<file path="src/rtl/matmult_pkg.sv">
// Shared types and default sizing for the sequential NxN matrix multiplier.
package matmult_pkg;

  localparam int N_DEF  = 2;
  localparam int DW_DEF = 16;
  localparam int AW_DEF = 32;

  typedef enum logic [1:0] {
    S_IDLE    = 2'd0,
    S_COMPUTE = 2'd1,
    S_DONE    = 2'd2
  } state_t;

  // Width of the k index; a 1x1 matrix still needs a 1-bit counter.
  function automatic int kw(input int n);
    return (n > 1) ? $clog2(n) : 1;
  endfunction

endpackage

</file>
<file path="src/rtl/matmult_mac_lane.sv">
// One C element: DW x DW multiply extended to AW and accumulated in place.
// MATMULT_SIGNED_EN selects two's-complement operands; otherwise unsigned.
module matmult_mac_lane #(
  parameter int DW = 16,
  parameter int AW = 32
) (
  input  logic          clk,
  input  logic          rst,
  input  logic          i_clr,
  input  logic          i_en,
  input  logic [DW-1:0] i_a,
  input  logic [DW-1:0] i_b,
  output logic [AW-1:0] o_acc
);

  logic [2*DW-1:0] w_prod;
  logic [AW-1:0]   w_ext;
  logic [AW-1:0]   r_acc;

`ifdef MATMULT_SIGNED_EN
  assign w_prod = {{DW{i_a[DW-1]}}, i_a} * {{DW{i_b[DW-1]}}, i_b};

  always_comb begin
    w_ext             = {AW{w_prod[2*DW-1]}};
    w_ext[2*DW-1:0]   = w_prod;
  end
`else
  assign w_prod = {{DW{1'b0}}, i_a} * {{DW{1'b0}}, i_b};

  always_comb begin
    w_ext             = '0;
    w_ext[2*DW-1:0]   = w_prod;
  end
`endif

  // Sums wrap modulo 2^AW by design.
  always_ff @(posedge clk) begin
    if (rst || i_clr) r_acc <= '0;
    else if (i_en)    r_acc <= r_acc + w_ext;
  end

  assign o_acc = r_acc;

endmodule

</file>
<file path="src/rtl/matmult_seq.sv">
// Sequential NxN matrix multiply: one k-step per cycle across all N*N lanes.
// Optional MATMULT_SIGNED_EN makes the operands two's-complement.
module matmult_seq
  import matmult_pkg::*;
#(
  parameter int N  = N_DEF,
  parameter int DW = DW_DEF,
  parameter int AW = AW_DEF
) (
  input  logic              clk,
  input  logic              rst,
  input  logic              in_valid,
  output logic              in_ready,
  input  logic              acc_en,
  input  logic [N*N*DW-1:0] a_flat,
  input  logic [N*N*DW-1:0] b_flat,
  output logic              out_valid,
  input  logic              out_ready,
  output logic [N*N*AW-1:0] c_flat,
  output logic              busy
);

  localparam int KW = kw(N);

  if (AW < 2*DW) begin : g_bad_aw
    $error("matmult_seq: AW must be at least 2*DW");
  end
  if (N < 1 || N > 8) begin : g_bad_n
    $error("matmult_seq: N must be in 1..8");
  end

  state_t        r_state, w_state_nxt;
  logic [KW-1:0] r_k;
  logic [DW-1:0] r_a [N][N];
  logic [DW-1:0] r_b [N][N];
  logic          w_accept, w_last, w_clr;

  assign in_ready  = (r_state == S_IDLE);
  assign busy      = (r_state == S_COMPUTE);
  assign out_valid = (r_state == S_DONE);

  always_comb begin
    w_state_nxt = r_state;
    w_accept    = 1'b0;
    w_last      = (r_k == KW'(N-1));
    case (r_state)
      S_IDLE:    if (in_valid) begin
                   w_accept    = 1'b1;
                   w_state_nxt = S_COMPUTE;
                 end
      S_COMPUTE: if (w_last)    w_state_nxt = S_DONE;
      S_DONE:    if (out_ready) w_state_nxt = S_IDLE;
      default:   w_state_nxt = S_IDLE;
    endcase
  end

  always_ff @(posedge clk) begin
    if (rst) r_state <= S_IDLE;
    else     r_state <= w_state_nxt;
  end

  // Operands are captured once at accept; the input bus is free afterwards.
  always_ff @(posedge clk) begin
    if (rst) begin
      r_k <= '0;
      for (int i = 0; i < N; i++)
        for (int j = 0; j < N; j++) begin
          r_a[i][j] <= '0;
          r_b[i][j] <= '0;
        end
    end else if (w_accept) begin
      r_k <= '0;
      for (int i = 0; i < N; i++)
        for (int j = 0; j < N; j++) begin
          r_a[i][j] <= a_flat[(i*N+j)*DW +: DW];
          r_b[i][j] <= b_flat[(i*N+j)*DW +: DW];
        end
    end else if (busy) begin
      r_k <= w_last ? '0 : r_k + 1'b1;
    end
  end

  // acc_en only matters at accept: it decides whether C starts from zero.
  assign w_clr = w_accept && !acc_en;

  for (genvar i = 0; i < N; i++) begin : g_row
    for (genvar j = 0; j < N; j++) begin : g_col
      matmult_mac_lane #(.DW(DW), .AW(AW)) u_lane (
        .clk   (clk),
        .rst   (rst),
        .i_clr (w_clr),
        .i_en  (busy),
        .i_a   (r_a[i][r_k]),
        .i_b   (r_b[r_k][j]),
        .o_acc (c_flat[(i*N+j)*AW +: AW])
      );
    end
  end

endmodule

</file>
<file path="config.mk">
export PLATFORM = sky130hd
export DESIGN_NAME = matmult_seq
export DESIGN_NICKNAME = d
export VERILOG_FILES = /design/src/rtl/matmult_pkg.sv /design/src/rtl/matmult_mac_lane.sv /design/src/rtl/matmult_seq.sv
export SDC_FILE = /design/constraint.sdc
export NUM_CORES = 2
export LEC_CHECK = 0
export BUFFER_PORTS_ARGS = -buffer_cell sky130_fd_sc_hd__buf_4
export CAP_MARGIN = 20
export CORE_AREA = 2 2 289 291
export DETAILED_ROUTE_END_ITERATION = 16
export DIE_AREA = 0 0 291 293
export PLACE_DENSITY = 0.79
export SYNTH_ARGS = -nofsm -noshare
export SYNTH_HDL_FRONTEND = slang
export SYNTH_SLANG_ARGS = --single-unit
</file>
<file path="constraint.sdc">
create_clock -name clk -period 6.9 [get_ports clk]
set_input_delay 0.69 -clock clk [delete_from_list [all_inputs] [get_ports clk]]
set_output_delay 0.69 -clock clk [all_outputs]
set_load 0.005 [all_outputs]
</file>
==> reports/results.txt <==
Clk pin slew, worst setup/hold paths = 0.07 ns
total number of vias = 38679
row cnt = 105
min setup slack post-route = 0.0960 ns
DIE AREA = 0.0853 mm^2
Die Ht = 293 um
synth-to-layout area growth = 13.4%
met1 Use GR = 44.1%
width of the die = 291 um
Async S/R FF share, synth = 0%
DRT Pass-1 Iters = 6
status = finished, final reports clean
Worst path max stage delay = 0.54 ns
antenna viol nets, final = 0
Max-Cap Viols = 0
crit-path max FO = 30
final max-slew violation count = 0
Syn. warnings = 0
met2 Track Usage GR = 55.5%
Net Count, Synth = 6902
routed vias/inst = 5.63
vias in the first global route = 40831
# fillers = 6681
core area = 0.0818 mm^2
unrepaired setup endpoints after global routing = true
Mean Syn Cell Area = 8.66 um^2
crit-path cells = buf_16 > mux2_2 > nand2_1 > fa_1 > inv_1 > fa_1 > ha_1 > fa_1 > inv_1 > fa_1 > fa_1 > inv_1 > ha_1 > o211ai_1 > a21oi_1 > a211o_1 > a221o_1 > a311o_1 > and2_4 > a311oi_2 > nor3_1 > a211o_1
Tmin final = 6.80 ns
Core Util, Final = 65.6%
Post-Syn Area = 0.0474 mm^2
Netlist cell types = 65
Total Routed Length = 147 mm
clk_lat worst skew = 0.64 ns
Max Root-Sink Buffers = 3
# DRC = 0
CTS sink cnt = 260
worst slew pin tran = 1.02 ns
hold path depth = 2
crit path capture type = flip-flop
dpl hpwl = 119 mm
Yosys top cell area share = 38.0%
cts bufs inserted = 31
Final Wtd Congestion = 1.04
multi-input logic area = 0.0354 mm^2
Hold Path Class = in2reg
final net count = 7202
initial antenna violation count = 2
most common cell in the netlist = inv_1
CP max stage cell = mux2_2
Seq/Total Area, Yosys = 13.7%
CTS root buf = clkbuf_16
drt first-iter violations = 3635
crit path DAT = 7.32 ns
GRT overflow = 0
first-pass GRT wire length = 227 mm
FF+latch area = 0.00649 mm^2
TritonCTS clock tree = built
PwrDens = 360 mW/mm^2
Synth Register Bits = 260
Max-slew headroom = 32.2%
Worst R2R Path Depth = 22
Initial Utilization = 57.9%
kind of critical path = reg2reg
synth cell count leaders = inv_1 (1338), fa_1 (900), nand2_1 (799)
wire per inst = 21.4 um
largest area contributor in the netlist = fa_1
Synth Instances = 5472
gr usage total = 34.8%
ys flop type = dfxtp_1
Tcrit/Tclk final = 98.6%
Final Hold Fails = 0
setup skew after layout = 0.0175 ns
Final Power = 19.3 mW
port bufs = 263
largest cells by area after synthesis = fa_1 (38%), inv_1 (11%), ha_1 (10%)
Ports = 264
Startpoint Class = flip-flop
Worst path most repeated cell = fa_1
Setup Viol. Count Final = 0
GRT busiest layer = met2
layout cells sized above 1 = 12.0%
# H-tree levels = 1
fmax = 147 MHz
peak supply drop = 0.453 mV
Post-synth EDFFs = 128
Critical Path RT = 7.42 ns
GRT met3 Usage = 7.99%
Setup WS pre-CTS = -0.133 ns
largest net degree at the start of global routing = 94
Leak = 27.2 nW
==> cell usage in the layout (no fill, tap or decap), types with 75 or more instances in the layout <==
cell type,netlist,layout
nand2_1,799,799
fa_1,900,900
edfxtp_1,128,128
ha_1,397,396
o21ai_0,77,75
nor2_1,544,539
buf_4,0,462
inv_1,1338,1337
dfxtp_1,132,130
and2_1,134,134
a21oi_1,193,188
==> layer usage <==
metal	vias to the layer above	wire (um)
met4	0	10100
li1	16946	-
met1	18979	54200
met3	550	16200
met2	2204	66500
met5	-	0
==> path summary, 6_finish.rpt <==
| path | slack, ns | start | to |
|---|---|---|---|
| worst max-delay path | 0.1 | r_k | g_row[0].g_col[0].u_lane.o_acc[21] |
| worst max register to register | 0.1 | r_k | g_row[0].g_col[0].u_lane.o_acc[21] |
| worst min-delay path | 0.30 | rst | r_state[1] |
| worst min register to register | 0.48 | g_row[1].g_col[0].u_lane.o_acc[10] | g_row[1].g_col[0].u_lane.o_acc[10] |
==> layout make-up <==
cell class | instances | area share [%]
diodes | 2 | 0.00932
repair buffers | 511 | 8.27
clock buffers | 37 | 1.52
flip-flops and latches | 260 | 12.1
inverters | 1339 | 9.36
multi-input cells | 3629 | 65.9
well taps | 1070 | 2.49
clock inverters | 21 | 0.387
==> through the flow <==
stage | TNS, ns | cells | hold slack (ns) | area (um^2)
floorplan | 0 | 5472 | 0.457 | 47400
global placement | -0.0160 | 6786 | 0.457 | 52000
CTS | 0 | 6844 | 0.283 | 53100
detailed placement | -0.295 | 6786 | 0.467 | 52000
finish | 0 | 6869 | 0.303 | 53700
global route | -0.376 | 6867 | 0.302 | 53700
==> registers in the layout (all words and copies together) (netlist names), named ones only <==
name and cells:
g_row.g_col.u_lane.o_acc 128, r_b 64, r_state 2, r_a 64, r_k 1
==> cell families (layout without fill, tap and decap cells) <==
group                    Yosys count  count (layout)  share of synthesized area (%)
buffers and inverters           1583            1908                           12.6
AO/OA/AOI/OAI                    463             463                           5.96
AND/OR/NAND/NOR                 1635            1635                           14.4
flip-flops                       260             260                           13.7
other                              0               2                              0
adder cells (fa/ha/maj)         1297            1297                           48.5
XOR/XNOR                         101             101                           1.87
multiplexers                     133             133                           2.98
==> worst max-delay path: cells and delay by family, from the launching register on <==
family | cells | cell delay [ns]
AO/OA/AOI/OAI | 7 | 1.84
multiplexers | 1 | 0.54
buffers and inverters | 4 | 0.46
adder cells (fa/ha/maj) | 7 | 2.94
flip-flops | 1 | 0.43
AND/OR/NAND/NOR | 3 | 0.43
==> repair_timing <==
item	CTS	global route
endpoints found under the setup margin	7	36
hold buffers	0	0
buffers inserted	0	18
pin swaps	0	9
cloned	0	4
gates resized for setup	6	69
==> power breakdown <==
| group | leakage [nW] | internal [mW] | switching (mW) |
|---|---|---|---|
| clock | 0.492 | 0.959 | 0.754 |
| combinational | 24.3 | 6.30 | 9.14 |
| sequential | 2.46 | 1.88 | 0.284 |
| total | 27.2 | 9.13 | 10.2 |
(Power assumes the default switching activity.)
